<file path="src/rtl/addsub_sched_if.sv">
// Request/grant and result bundle for the shared serial add/subtract unit.
// The requesters drive the master side; addsub_sched takes the slave side.
interface addsub_sched_if #(
  parameter int NIBBLES = 4
);
  localparam int W = 4 * NIBBLES;

  logic         req0;
  logic         req1;
  logic [W-1:0] a0;
  logic [W-1:0] b0;
  logic [W-1:0] a1;
  logic [W-1:0] b1;
  logic         m0;
  logic         m1;
  logic         gnt0;
  logic         gnt1;
  logic         busy;
  logic         done;
  logic         done_id;
  logic [W-1:0] result;
  logic         cout;
  logic         ovf;

  modport master (
    output req0, req1, a0, b0, a1, b1, m0, m1,
    input  gnt0, gnt1, busy, done, done_id, result, cout, ovf
  );

  modport slave (
    input  req0, req1, a0, b0, a1, b1, m0, m1,
    output gnt0, gnt1, busy, done, done_id, result, cout, ovf
  );
endinterface

</file>
<file path="src/rtl/addsub_sched.sv">
// Two-requester round-robin scheduler around one 4-bit add/subtract slice,
// reused serially LSB nibble first to build a 4*NIBBLES-bit sum or difference.
module addsub_sched #(
  parameter int NIBBLES = 4
) (
  input  logic          clk,
  input  logic          rst,
  addsub_sched_if.slave bus
);
  localparam int DATA_W = 4 * NIBBLES;
  localparam int IDX_W  = (NIBBLES > 1) ? $clog2(NIBBLES) : 1;

  typedef enum logic [1:0] {IDLE, RUN, DONE} state_t;

  state_t             state;
  state_t             state_nxt;
  logic [IDX_W-1:0]   idx;
  logic [IDX_W-1:0]   idx_nxt;
  logic               rr;
  logic               rr_nxt;
  logic               capture;
  logic               win;
  logic               last;

  logic signed [DATA_W-1:0] op_a_p0;
  logic signed [DATA_W-1:0] op_b_p0;
  logic                     mode_p0;
  logic                     id_p0;
  logic signed [DATA_W-1:0] acc_p1;
  logic                     carry_p1;

  logic [IDX_W+1:0]         base;
  logic                     cin;
  logic [4:0]               sum;
  logic signed [DATA_W-1:0] res_word;
  logic signed [DATA_W-1:0] b_eff;

  logic                     gnt0_q;
  logic                     gnt1_q;
  logic                     done_id_q;
  logic signed [DATA_W-1:0] result_q;
  logic                     cout_q;
  logic                     ovf_q;

  function automatic logic [4:0] slice_add(input logic [3:0] a, input logic [3:0] b,
                                           input logic m, input logic c);
    return {1'b0, a} + {1'b0, b ^ {4{m}}} + {4'b0000, c};
  endfunction

  function automatic logic ovf_calc(input logic signed [DATA_W-1:0] a,
                                    input logic signed [DATA_W-1:0] b,
                                    input logic signed [DATA_W-1:0] r);
    return (a[DATA_W-1] == b[DATA_W-1]) && (r[DATA_W-1] != a[DATA_W-1]);
  endfunction

  always_ff @(posedge clk) begin
    if (rst) begin
      state <= IDLE;
      idx   <= '0;
      rr    <= 1'b0;
    end else begin
      state <= state_nxt;
      idx   <= idx_nxt;
      rr    <= rr_nxt;
    end
  end

  // Arbitration only ever happens in IDLE; the pointer flips to the loser.
  always_comb begin
    state_nxt = state;
    idx_nxt   = idx;
    rr_nxt    = rr;
    capture   = 1'b0;
    win       = rr;
    last      = 1'b0;
    case (state)
      IDLE: begin
        if (bus.req0 || bus.req1) begin
          capture   = 1'b1;
          win       = (bus.req0 && bus.req1) ? rr : bus.req1;
          rr_nxt    = ~win;
          state_nxt = RUN;
          idx_nxt   = '0;
        end
      end
      RUN: begin
        if (idx == IDX_W'(NIBBLES - 1)) begin
          last      = 1'b1;
          state_nxt = DONE;
          idx_nxt   = '0;
        end else begin
          idx_nxt = idx + 1'b1;
        end
      end
      DONE:    state_nxt = IDLE;
      default: state_nxt = IDLE;
    endcase
  end

  // ---- stage p0: operand capture ----
  always_ff @(posedge clk) begin
    if (capture) begin
      op_a_p0 <= win ? bus.a1 : bus.a0;
      op_b_p0 <= win ? bus.b1 : bus.b0;
      mode_p0 <= win ? bus.m1 : bus.m0;
      id_p0   <= win;
    end
  end

  always_comb begin
    base     = {idx, 2'b00};
    cin      = (idx == '0) ? mode_p0 : carry_p1;
    sum      = slice_add(op_a_p0[base +: 4], op_b_p0[base +: 4], mode_p0, cin);
    res_word = acc_p1;
    res_word[base +: 4] = sum[3:0];
    b_eff    = op_b_p0 ^ {DATA_W{mode_p0}};
  end

  // ---- stage p1: serial nibble accumulation ----
  always_ff @(posedge clk) begin
    if (state == RUN) begin
      acc_p1   <= res_word;
      carry_p1 <= sum[4];
    end
  end

  // ---- stage p2: presented result, held until the next completion ----
  always_ff @(posedge clk) begin
    if (rst) begin
      gnt0_q    <= 1'b0;
      gnt1_q    <= 1'b0;
      done_id_q <= 1'b0;
      result_q  <= '0;
      cout_q    <= 1'b0;
      ovf_q     <= 1'b0;
    end else begin
      gnt0_q <= capture && !win;
      gnt1_q <= capture && win;
      if (last) begin
        done_id_q <= id_p0;
        result_q  <= res_word;
        cout_q    <= sum[4];
        ovf_q     <= ovf_calc(op_a_p0, b_eff, res_word);
      end
    end
  end

  assign bus.gnt0    = gnt0_q;
  assign bus.gnt1    = gnt1_q;
  assign bus.busy    = (state != IDLE);
  assign bus.done    = (state == DONE);
  assign bus.done_id = done_id_q;
  assign bus.result  = result_q;
  assign bus.cout    = cout_q;
  assign bus.ovf     = ovf_q;
endmodule

</file>
<file path="src/flat_wrapper.sv">
// flat-port wrapper written by rule: the top's interface ports become plain ports
module addsub_sched_flat 
#(
  parameter int NIBBLES = 4
)
  (clk, rst, bus_req0, bus_req1, bus_a0, bus_b0, bus_a1, bus_b1, bus_m0, bus_m1, bus_gnt0, bus_gnt1, bus_busy, bus_done, bus_done_id, bus_result, bus_cout, bus_ovf);
  addsub_sched_if #(.NIBBLES(NIBBLES)) bus_i ();
  input  logic clk;
  input  logic rst;
  input wire logic [$bits(bus_i.req0)-1:0] bus_req0;
  input wire logic [$bits(bus_i.req1)-1:0] bus_req1;
  input wire logic [$bits(bus_i.a0)-1:0] bus_a0;
  input wire logic [$bits(bus_i.b0)-1:0] bus_b0;
  input wire logic [$bits(bus_i.a1)-1:0] bus_a1;
  input wire logic [$bits(bus_i.b1)-1:0] bus_b1;
  input wire logic [$bits(bus_i.m0)-1:0] bus_m0;
  input wire logic [$bits(bus_i.m1)-1:0] bus_m1;
  output wire logic [$bits(bus_i.gnt0)-1:0] bus_gnt0;
  output wire logic [$bits(bus_i.gnt1)-1:0] bus_gnt1;
  output wire logic [$bits(bus_i.busy)-1:0] bus_busy;
  output wire logic [$bits(bus_i.done)-1:0] bus_done;
  output wire logic [$bits(bus_i.done_id)-1:0] bus_done_id;
  output wire logic [$bits(bus_i.result)-1:0] bus_result;
  output wire logic [$bits(bus_i.cout)-1:0] bus_cout;
  output wire logic [$bits(bus_i.ovf)-1:0] bus_ovf;
  assign bus_i.req0 = bus_req0;
  assign bus_i.req1 = bus_req1;
  assign bus_i.a0 = bus_a0;
  assign bus_i.b0 = bus_b0;
  assign bus_i.a1 = bus_a1;
  assign bus_i.b1 = bus_b1;
  assign bus_i.m0 = bus_m0;
  assign bus_i.m1 = bus_m1;
  assign bus_gnt0 = bus_i.gnt0;
  assign bus_gnt1 = bus_i.gnt1;
  assign bus_busy = bus_i.busy;
  assign bus_done = bus_i.done;
  assign bus_done_id = bus_i.done_id;
  assign bus_result = bus_i.result;
  assign bus_cout = bus_i.cout;
  assign bus_ovf = bus_i.ovf;
  addsub_sched #(.NIBBLES(NIBBLES)) u_core (.clk(clk), .rst(rst), .bus(bus_i));
endmodule
</file>
<file path="config.mk">
export PLATFORM = sky130hd
export DESIGN_NAME = addsub_sched_flat
export DESIGN_NICKNAME = d
export VERILOG_FILES = /design/src/rtl/addsub_sched_if.sv /design/src/rtl/addsub_sched.sv /design/src/flat_wrapper.sv
export SDC_FILE = /design/constraint.sdc
export NUM_CORES = 1
export LEC_CHECK = 0
export BUFFER_PORTS_ARGS = -buffer_cell sky130_fd_sc_hd__buf_2
export CAP_MARGIN = 30
export CORE_MARGIN = 1
export CORE_UTILIZATION = 58
export CTS_CLUSTER_DIAMETER = 200
export DETAILED_ROUTE_END_ITERATION = 7
export GPL_TIMING_DRIVEN = 0
export HOLD_SLACK_MARGIN = 0.15
export PLACE_DENSITY = 0.95
export SETUP_SLACK_MARGIN = 0.05
export SLEW_MARGIN = 20
export SYNTH_ARGS = -nofsm -noshare
export SYNTH_HDL_FRONTEND = slang
export SYNTH_SLANG_ARGS = --single-unit
</file>
<file path="constraint.sdc">
create_clock -name clk -period 7.8 [get_ports clk]
set_clock_uncertainty 0.15 [all_clocks]
set_input_delay 0.39 -clock clk [delete_from_list [all_inputs] [get_ports clk]]
set_output_delay 0.39 -clock clk [all_outputs]
set_load 0.1 [all_outputs]
</file>
After elaboration in Yosys (flattened, before gate mapping):

Cells that the tools add are included.

* bits in registers: 77
* latch bits: 0
* RAM bits: 0
* memory bits (read-only): 0
* input bits: 70
* output and inout bits: 23
* logic and storage cells: 64
* memories kept: 0

* $add $sub $neg: 4
* $mul: 0
* div/mod/pow operators: 0
* $lt $le $gt $ge: 0
* equality and inequality tests: 7
* shift-type cells: 4
* mux-type cells: 18
* bitwise gates (word level): 3
* reductions and logical operators: 13

Operator list (count)
* 16-bit 2-to-1 mux: 2
* 16-bit by 5-bit variable part select with 4-bit output: 2
* 16-bit bitwise mux: 1
* 4-bit by 6-bit variable shift with 16-bit output (first input constant): 1
* 4-bit by 6-bit variable part select with 16-bit output: 1
* 16-bit bitwise XOR: 1
* 1-bit 2-to-1 mux: 9
* 2-bit 2-to-1 mux: 4
* 2-bit one-hot mux with 2 select lines: 2
* 4-bit negation with 6-bit output: 1
* 2-bit AND reduction: 3
* 4-bit by 4-bit adder with 5-bit output: 1
* 5-bit by 1-bit adder with 5-bit output: 1
* 2-bit == test (second input constant): 2
* 1-bit logical AND: 4
* 2-bit logical NOT: 2
* 2-bit by 1-bit inequality test with 1-bit output (second input constant): 2
* 2-bit nonzero test: 2
* 4-bit bitwise XOR: 1
* 2-bit by 1-bit adder with 2-bit output (second input constant): 1
* 2-bit by 1-bit == test with 1-bit output (second input constant): 1
* 1-bit == test: 1
* 1-bit logical NOT: 1
* 1-bit logical OR: 1
* other kinds (2): 2

Depth between registers and ports, before layout:

Gate-level depths: netlist of the first run.

* word-level depth: 8
* mapped depth: 12

Least setup slack after synthesis of the first run:

No wires, ideal clock.

* path kind: register to register
* start: register u_core.idx[0]
* end: register u_core.result_q[1] (netlist: u_core.bus.result[1])
* setup time: 0.116 ns
* data arrival time: 2.707 ns
* required time: 7.534 ns
* slack: 4.827 ns
* cell stages (with the launch flop): 9
* buffers on the path: 1
* clock period less this slack: 2.973 ns
* cell sequence: dfxtp_1 buf_6 mux4_2 xnor2_1 fa_1 fa_1 nor2_1 mux2_2 o211a_1

* word-level cells in the longest chain between the ends: 6
* elaborated cells between the ends (all ways): 14
* those cells by class: add/sub (3); eq/ne (1); shift (4); mux (4); bitwise (1); reduce/logical (1)

Ends and longest elaborated chain
* start, declared: RTL line addsub_sched.sv:17 `logic [IDX_W-1:0] idx;`
* start signal, assigned: RTL line addsub_sched.sv:63 `idx <= idx_nxt;`
* 16-bit by 5-bit variable part select with 4-bit output: RTL line addsub_sched.sv:113 `sum = slice_add(op_a_p0[base +: 4], op_b_p0[base +: 4], mode_p0, cin);`
* 4-bit bitwise XOR: RTL line addsub_sched.sv:47 `return {1'b0, a} + {1'b0, b ^ {4{m}}} + {4'b0000, c};`
* 4-bit by 4-bit adder with 5-bit output: RTL line addsub_sched.sv:47
* 5-bit by 1-bit adder with 5-bit output: RTL line addsub_sched.sv:47
* 4-bit by 6-bit variable part select with 16-bit output: RTL line addsub_sched.sv:115 `res_word[base +: 4] = sum[3:0];`
* 16-bit bitwise mux *: RTL line addsub_sched.sv:115
* named net u_core.res_word[1]: RTL line addsub_sched.sv:35 `logic signed [DATA_W-1:0] res_word;`
* end signal, assigned: RTL line addsub_sched.sv:141 `result_q <= res_word;`
* end, declared: RTL line addsub_sched.sv:41 `logic signed [DATA_W-1:0] result_q;`

Mark *: on every way through the listed nets, which the timed path passes. The rest lies on a longest branch.
A chain may end at the register's enable or synchronous reset.

Worst setup path in the final report of the first run:

* start: register u_core.idx[0]
* end: register u_core.result_q[14] (netlist: u_core.bus.result[14])

Same word-level chain as after synthesis.

==> run metrics, run 1 <==
vias per cell=5.723; Post-synth EDFFs=51; Critical Path Slowest Stage Cell=fa_1; DP HPWL=6.051 mm; power density of the placed cells=218.8 nW/um^2; Worst-Skew Late Latency=0.35 ns; Yosys reg bits=77; die footprint=7118 um^2; CTS tree=built; Synth Cell Area=3935 um^2; Max-slew headroom=44.68%; measured slew at the worst slew-check pin=0.8290 ns; Via Count=2724; io pins=93; clk root buf=clkbuf_8; R2R Setup Slk=4.50 ns; commonest non-fill, non-tap cell in the layout=buf_2; layout cells sized above 1=43.86%; maximum root-to-sink buffer count=2; gr usage total=25.03%; largest net degree at the start of global routing=23; Die W=84.37 um; CP Cell Sequence=buf_6 > buf_6 > inv_1 > ha_1 > buf_2 > mux2i_1 > fa_1 > fa_1 > xnor2_1 > nand2_1 > o21ai_0 > o211a_1; initial antenna violation count=0; Yosys top cell area share=38.92%; Post-DP Area=4507 um^2; # rows=29; Fin Setup TNS=0 ns; final core occ=72.65%; Final Wtd Congestion=0.8606; YS warnings=0; failing checks=design-rule violations; kind of critical path=register to register; ys async rst share=0%; first-pass GRT wire length=13.63 mm; CP Capture Type=register; nets=475; status=finished, violations left; RR Endpoint=u_core.bus.result[14]$_SDFFE_PP0P_; input/output buffers=92; Hold Crit Depth=2; Worst Hold Class=primary input to register; final routed DRC violation total=2; number of global-route vias before repair=2862; post-route antenna net violation count=0; Max VDD drop=0.1728 mV; drt total wl=8.171 mm; clock slew at reported path FFs=0.09 ns; CP peak stage delay=0.44 ns; worst path bufs/invs=4; hold_sp=bus_req1; min Tclk post-route=3.300 ns; effective utilization at floorplan=60.93%; CTS Buf Count=9; Hold Path End=u_core.rr$_SDFFE_PP0P_; Iter 0 DRT Violations=160; cells on worst reg2reg path=12; final instance area=4692 um^2; RSZ-0062 raised after global routing=false; max-slew violation count=0; H-tree depth=3; dominant cell type by area after synthesis=edfxtp_1; leak pwr=2.139 nW; Final Hold Fails=0; CP required=7.93 ns; Area Growth Syn to Fin=19.24%; setup violators final=0; Worst setup SP type=register; Highest Clock Rate=0.3030 GHz; Overflow after GRT=0; CP delay by family, top=adder cells; Net Count, Synth=370; r2r startpoint=u_core.idx[0]$_SDFFE_PP0P_; Core ar.=6459 um^2; Die Ht=84.37 um; DR pass1 iterations=6; mean routed wirelength per cell=17.17 um; Tcrit/Tclk final=42.31%; Area contributors post-synth=edfxtp_1, dfxtp_1, mux2_4; CTS Sinks=77; crit path DAT=3.43 ns; # Max-Cap Violations=0; Distinct cells, synth=51; most frequent cells in the layout=buf_2, edfxtp_1, mux2_4; Top FF cell, synth=edfxtp_1; worst-path maximum fanout=10; Avg Cell Area, Syn=13.62 um^2; post-synthesis sequential area ratio=52.15%; Inserted Diodes=0; Syn Inst Count=289
[area by class of cell]
cell class,instances,area (um^2)
Clock inverter,5,33.78
Buffer,14,126.4
Timing Repair Buffer,94,485.5
Inverter,19,71.32
Sequential cell,77,2052
Clock buffer,11,141.4
Multi-Input combinational cell,179,1685
Tap cell,77,96.34
Fill cell,420,1767
[registers in the layout (all words and copies together), names as in the netlist, 2 cells and up]
register / count
u_core.state: 2
u_core.bus.result: 16
u_core.op_a_p0: 16
u_core.acc_p1: 16
u_core.idx: 2
u_core.op_b_p0: 16
[metrics by stage]
stage / power [mW] / cells / hold WS, ns / setup WS, ns
2_1_floorplan: 0.6890 / 289 / 0.3121 / 4.827
3_3_place_gp: 0.7455 / 458 / 0.2985 / 4.588
3_5_place_dp: 0.7611 / 459 / 0.3054 / 4.531
4_1_cts: 1.029 / 476 / 0.1504 / 4.499
5_1_grt: 1.069 / 476 / 0.1640 / 4.293
6_report: 1.027 / 476 / 0.1710 / 4.500
[worst max-delay path by stage]
stage	startpoint	end	slack (ns)	cells after the start
final	u_core.idx[0]$_SDFFE_PP0P_	u_core.bus.result[14]$_SDFFE_PP0P_	4.50	12
after global routing	u_core.idx[0]$_SDFFE_PP0P_	u_core.bus.result[6]$_SDFFE_PP0P_	4.29	11
after CTS	u_core.idx[0]$_SDFFE_PP0P_	u_core.bus.result[14]$_SDFFE_PP0P_	4.50	12
after detailed placement	u_core.idx[0]$_SDFFE_PP0P_	u_core.bus.result[14]$_SDFFE_PP0P_	4.53	12
after global placement	u_core.idx[0]$_SDFFE_PP0P_	u_core.bus.result[6]$_SDFFE_PP0P_	4.59	8
after floorplan	u_core.idx[0]$_SDFFE_PP0P_	u_core.bus.result[1]$_SDFFE_PP0P_	4.83	8
[metal layers]
| layer | share of wire, % | up-vias | wire length (um) | track usage (%) |
|---|---|---|---|---|
| li1 | - | 1285 | - | - |
| met1 | 41 | 1280 | 3385 | 30.20 |
| met2 | 50 | 146 | 4106 | 44.34 |
| met3 | 6.3 | 13 | 518 | 5.703 |
| met4 | 2.0 | 0 | 161 | 8.783 |
| met5 | 0 | - | 0 | 0 |
[Yosys cell counts, types with 2 or more instances]
library cell	n
dfxtp_1	26
nand2_1	7
ha_1	9
fa_1	2
nand2b_1	13
nand3b_1	3
or3b_1	2
nor3_1	4
a21oi_1	10
nand3_1	6
xnor2_1	2
a41oi_1	3
mux2_2	10
a311oi_1	3
o22ai_1	2
nor2b_1	4
o211a_1	10
nor3b_1	2
edfxtp_1	51
inv_1	18
o21ai_0	11
mux4_2	8
nand4_1	3
clkbuf_1	2
nor2_1	14
buf_2	5
buf_12	3
mux2_4	29
xor2_1	4
buf_6	2
[worst reg2reg max path, stage by stage, from the launching register on]
cell	delay (ns)
dfxtp_1	0.41
buf_6	0.20
buf_6	0.18
inv_1	0.09
ha_1	0.19
buf_2	0.17
mux2i_1	0.15
fa_1	0.44
fa_1	0.42
xnor2_1	0.38
nand2_1	0.11
o21ai_0	0.16
o211a_1	0.20
[kinds of logic (layout without fill, tap and decap cells)]
family | Yosys count | count (layout) | share of synthesized area, %
adders and majority gates | 11 | 11 | 3.879
and+or+nand+nor | 68 | 68 | 10.43
buffers and inverters | 33 | 143 | 5.024
xor gates and xnor gates | 6 | 6 | 1.335
DFF | 77 | 77 | 52.15
AOI/OAI and AO/OA | 46 | 46 | 8.427
muxes | 48 | 48 | 18.76
[power by group]
part	switching, mW	internal (mW)
registers	0.0131	0.483
logic	0.139	0.121
clock network	0.146	0.125
[repair_timing]
action,4_1_cts,5_1_grt
setup buffers,0,0
hold buffers,1,0
endpoints found under the hold margin,2,0
resized for setup,0,0
Power figures use the tool's default switching activity.
==> inputs of run 2 (changes only) <==
--- a/config.mk
+++ b/config.mk
@@ -8,12 +8,12 @@
 export BUFFER_PORTS_ARGS = -buffer_cell sky130_fd_sc_hd__buf_2
 export CAP_MARGIN = 30
 export CORE_MARGIN = 1
-export CORE_UTILIZATION = 58
+export CORE_UTILIZATION = 49
 export CTS_CLUSTER_DIAMETER = 200
 export DETAILED_ROUTE_END_ITERATION = 7
 export GPL_TIMING_DRIVEN = 0
 export HOLD_SLACK_MARGIN = 0.15
-export PLACE_DENSITY = 0.95
+export PLACE_DENSITY = 0.88
 export SETUP_SLACK_MARGIN = 0.05
 export SLEW_MARGIN = 20
 export SYNTH_ARGS = -nofsm -noshare
==> constraint.sdc (replaced) <==
create_clock -name clk -period 2.8 [get_ports clk]
set_clock_uncertainty 0.15 [all_clocks]
set_input_delay 0.14 -clock clk [delete_from_list [all_inputs] [get_ports clk]]
set_output_delay 0.14 -clock clk [all_outputs]
set_load 0.1 [all_outputs]
==> run metrics, run 2 (synthesis gave the netlist of run 1 again) <==
status=finished, violations left; failing checks=negative setup slack; RSZ-0062 raised after global routing=true; effective utilization at floorplan=50.92%; setup ws final=-0.1786 ns; kind of critical path=register to register; most frequent cells in the layout=buf_2, dlygate4sd3_1, edfxtp_1; # rows=32; Hold Crit Depth=2; layout cells sized above 1=44.54%; Iter 0 DRT Violations=251; io pins=93; Final Hold Fails=0; Die Ht=91.62 um; DP HPWL=5.957 mm; CTS Buf Count=9; setup violators final=19; Die W=91.62 um; input/output buffers=92; nets=561; vias per cell=5.371; clock slew at reported path FFs=0.08 ns; CP required=2.90 ns; Worst setup SP type=register; drt total wl=10.88 mm; final core occ=74.82%; H-tree depth=3; r2r startpoint=u_core.idx[1]$_SDFFE_PP0P_; DR pass1 iterations=4; GRT met1 Usage=28.10%; initial antenna violation count=1; CTS tree=built; worst-path maximum fanout=10; Area Growth Syn to Fin=46.93%; busiest grt layer=met2; Max VDD drop=0.3044 mV; CP Capture Type=register; post-route antenna net violation count=0; max-slew violation count=0; largest net degree at the start of global routing=24; met2 Use GR=47.37%; Max-slew headroom=48.99%; Via Count=3158; final routed DRC violation total=0; hold_sp=u_core.bus.done_id$_SDFFE_PP0P_; Fin Setup TNS=-1.754 ns; Core ar.=7727 um^2; gr usage total=25.98%; Final Wtd Congestion=0.9106; clk root buf=clkbuf_8; maximum root-to-sink buffer count=2; min Tclk post-route=2.979 ns; Post-DP Area=4591 um^2; die footprint=8393 um^2; Worst Hold Class=register to register; measured slew at the worst slew-check pin=0.7643 ns; Hold Path End=u_core.bus.done_id$_SDFFE_PP0P_; leak pwr=2.563 nW; Power Total=3.316 mW; Worst-Skew Late Latency=0.36 ns; CTS Sinks=77; RR Endpoint=u_core.bus.result[9]$_SDFFE_PP0P_; Highest Clock Rate=0.3357 GHz; crit path DAT=3.07 ns; power density of the placed cells=573.4 nW/um^2; final instance area=5782 um^2; number of global-route vias before repair=3294; cells on worst reg2reg path=10; Overflow after GRT=0; GR Util met3=5.887%; # Max-Cap Violations=0; commonest non-fill, non-tap cell in the layout=buf_2; mean routed wirelength per cell=18.50 um; R2R Setup Slk=-0.18 ns; Tcrit/Tclk final=106.4%; first-pass GRT wire length=16.31 mm
-- run 2: cell types whose count changed in the layout (fill, tap and decap cells not counted), moves of 4 or more --
cell / delta
dlygate4sd3_1: +69
o21ai_0: -4
buf_12: +4
buf_4: +15
-- run 2: final cells by class --
cell class	instances	area, um^2
flip-flops and latches	77	2059
fillers	428	1946
multi-input cells	179	1848
repair buffers	180	1320
plain buffers	14	165.2
clock buffers	11	131.4
well taps	102	127.6
inverters	19	73.82
clock inverters	5	53.80
diodes	1	2.502
-- run 2: what timing repair did --
item                                   in CTS  in global routing
hold buffers                               70                  0
gates cloned                                0                  0
endpoints found under the hold margin      42                  0
pin swaps                                  13                  8
resized for setup                          27                 15
setup endpoints to repair                  28                 24
setup buffers                              11                  7
-- run 2: report_power, final --
group          switching, mW  internal, mW  total [mW]  leakage, nW
registers             0.0384          1.34        1.38        0.709
clock network          0.416         0.410       0.825       0.0971
logic                  0.520         0.587        1.11         1.76
-- run 2: worst max path at each step --
| stage | start | end | slack [ns] |
|---|---|---|---|
| floorplan | u_core.idx[0]$_SDFFE_PP0P_ | u_core.bus.result[5]$_SDFFE_PP0P_ | -0.06 |
| global placement | u_core.idx[0]$_SDFFE_PP0P_ | u_core.bus.result[9]$_SDFFE_PP0P_ | -0.29 |
| detailed placement | u_core.idx[1]$_SDFFE_PP0P_ | u_core.bus.result[6]$_SDFFE_PP0P_ | -0.41 |
| CTS | u_core.idx[0]$_SDFFE_PP0P_ | u_core.bus.result[1]$_SDFFE_PP0P_ | -0.15 |
| global route | u_core.idx[1]$_SDFFE_PP0P_ | u_core.bus.result[5]$_SDFFE_PP0P_ | -0.28 |
| finish | u_core.idx[1]$_SDFFE_PP0P_ | u_core.bus.result[9]$_SDFFE_PP0P_ | -0.18 |
-- run 2: critical path, cell delays in order, from the launching register on --
cell and delay (ns):
dfxtp_4 0.39, buf_12 0.15, inv_1 0.10, ha_4 0.17, buf_6 0.13, mux2i_4 0.19
fa_2 0.45, fa_2 0.64, nor2_2 0.04, mux2_4 0.26, o211a_1 0.20
-- run 2: layer usage --
layer | share of wire (%) | up-vias | wire length (um)
met4 | 3.4 | 0 | 375
met1 | 38 | 1527 | 4125
li1 | - | 1454 | -
met5 | 0 | - | 0
met3 | 5.7 | 27 | 621
met2 | 53 | 150 | 5758
-- run 2: stage by stage --
| step | worst slack, ns | std cells | hold slack (ns) |
|---|---|---|---|
| global placement | -0.2889 | 483 | 0.2124 |
| CTS | -0.1547 | 580 | 0.3154 |
| global route | -0.2813 | 588 | 0.3492 |
| floorplan | -0.05949 | 289 | 0.06214 |
| detailed placement | -0.4104 | 484 | 0.2273 |
| finish | -0.1786 | 588 | 0.3210 |
==> inputs of run 3 (changes only) <==
--- a/config.mk
+++ b/config.mk
@@ -14,7 +14,7 @@
 export GPL_TIMING_DRIVEN = 0
 export HOLD_SLACK_MARGIN = 0.15
 export PLACE_DENSITY = 0.88
-export SETUP_SLACK_MARGIN = 0.05
+export SETUP_SLACK_MARGIN = 0.3
 export SLEW_MARGIN = 20
 export SYNTH_ARGS = -nofsm -noshare
 export SYNTH_HDL_FRONTEND = slang
==> run metrics, run 3 (synthesis gave the netlist of run 1 again) <==
Area Growth Syn to Fin=44.83%; CTS Sinks=77; Worst-Skew Late Latency=0.36 ns; CP Capture Type=register; Post-DP Area=4591 um^2; R2R Setup Slk=-0.14 ns; Final Wtd Congestion=0.8327; Via Count=3097; input/output buffers=92; leak pwr=2.538 nW; # Max-Cap Violations=0; CTS tree=built; Power Total=3.279 mW; DP HPWL=6.042 mm; final routed DRC violation total=0; min Tclk post-route=2.937 ns; Max VDD drop=0.3429 mV; DR pass1 iterations=4; die footprint=8393 um^2; first-pass GRT wire length=16.67 mm; Worst setup SP type=register; Iter 0 DRT Violations=207; Inserted Diodes=0; maximum root-to-sink buffer count=2; placed cells=484; Tcrit/Tclk final=104.9%; largest net degree at the start of global routing=24; r2r startpoint=u_core.idx[0]$_SDFFE_PP0P_; RR Endpoint=u_core.acc_p1[3]$_DFFE_PP_; most frequent cells in the layout=buf_2, dlygate4sd3_1, edfxtp_1; cells on worst reg2reg path=9; effective utilization at floorplan=50.92%; Die Ht=91.62 um; Max-slew headroom=45.68%; nets=555; initial antenna violation count=0; pre-CTS setup slack=-0.3322 ns; crit path DAT=2.89 ns; clock slew at reported path FFs=0.08 ns; Core ar.=7727 um^2; FILL cells=457; vias per cell=5.330; Finished Layout Cells=581; post-route antenna net violation count=0; drt total wl=10.63 mm; power density of the placed cells=575.4 nW/um^2; hold_sp=u_core.bus.result[6]$_SDFFE_PP0P_; io pins=93; CP required=2.76 ns; mean routed wirelength per cell=18.30 um; failing checks=negative setup slack; Final Hold Fails=0; kind of critical path=register to register; Worst Hold Class=register to register; status=finished, violations left; H-tree depth=3; worst-path maximum fanout=6; RSZ-0062 raised after global routing=true; CTS Buf Count=9; Hold Crit Depth=2; layout cells sized above 1=43.84%; setup ws final=-0.1374 ns; # rows=32; Highest Clock Rate=0.3404 GHz; Die W=91.62 um; final instance area=5699 um^2; gr usage total=26.59%; clk root buf=clkbuf_8; Overflow after GRT=0; commonest non-fill, non-tap cell in the layout=buf_2; number of global-route vias before repair=3397; final core occ=73.75%; max-slew violation count=0; setup violators final=14; measured slew at the worst slew-check pin=0.8139 ns; Hold Path End=u_core.bus.result[6]$_SDFFE_PP0P_
run 3: power by group:
part | internal [mW] | total (mW) | switching (mW)
Sequential | 1.35 | 1.38 | 0.0386
Clock | 0.417 | 0.845 | 0.428
Combinational | 0.556 | 1.05 | 0.495
run 3: metrics by stage:
| step | setup TNS, ns | hold WS (ns) |
|---|---|---|
| finish | -1.130 | 0.3454 |
| CTS | -0.6460 | 0.3463 |
| global route | -2.348 | 0.3744 |
| detailed placement | -4.516 | 0.2254 |
| floorplan | -0.2296 | 0.06214 |
| global placement | -3.178 | 0.2220 |
run 3: what timing repair did:
| action | in CTS | in global routing |
|---|---|---|
| hold endpoints to repair | 43 | 0 |
| hold buffers | 70 | 0 |
| buffers inserted | 9 | 2 |
| gates resized for setup | 24 | 12 |
| pin swaps | 10 | 7 |
| endpoints found under the setup margin | 34 | 36 |
run 3: routing by layer:
| metal | wire, um | share of wire, % | GRT usage (%) |
|---|---|---|---|
| met1 | 3900 | 37 | 28.63 |
| met2 | 5743 | 54 | 49.50 |
| met3 | 639 | 6.0 | 4.643 |
| met4 | 346 | 3.3 | 13.76 |
| met5 | 0 | 0 | 0 |
run 3: area by class of cell:
class | count | area (um^2) | area share [%]
flip-flops and latches | 77 | 2057 | 36.09
clock inverters | 5 | 58.81 | 1.032
plain buffers | 14 | 155.1 | 2.722
inverters | 19 | 71.32 | 1.251
repair buffers | 174 | 1262 | 22.15
well taps | 102 | 127.6 | 2.239
multi-input cells | 179 | 1836 | 32.21
clock buffers | 11 | 131.4 | 2.305
run 3: worst max path at each step:
stage / start / slack (ns) / depth (start not counted) / endpoint
global placement: u_core.idx[1]$_SDFFE_PP0P_ / -0.27 / 10 / u_core.bus.result[9]$_SDFFE_PP0P_
floorplan: u_core.idx[0]$_SDFFE_PP0P_ / -0.06 / 8 / u_core.bus.result[5]$_SDFFE_PP0P_
finish: u_core.idx[0]$_SDFFE_PP0P_ / -0.14 / 9 / u_core.acc_p1[3]$_DFFE_PP_
detailed placement: u_core.idx[1]$_SDFFE_PP0P_ / -0.33 / 10 / u_core.bus.result[6]$_SDFFE_PP0P_
CTS: u_core.idx[0]$_SDFFE_PP0P_ / -0.10 / 8 / u_core.bus.result[5]$_SDFFE_PP0P_
global route: u_core.idx[0]$_SDFFE_PP0P_ / -0.20 / 8 / u_core.bus.result[1]$_SDFFE_PP0P_
run 3: worst max-delay path, stage by stage, from the launching register on:
cell	delay, ns
dfxtp_4	0.36
buf_8	0.12
buf_4	0.12
mux4_2	0.52
xor2_1	0.28
ha_4	0.29
a21o_1	0.20
or3_4	0.41
a41oi_2	0.17
inv_1	0.07
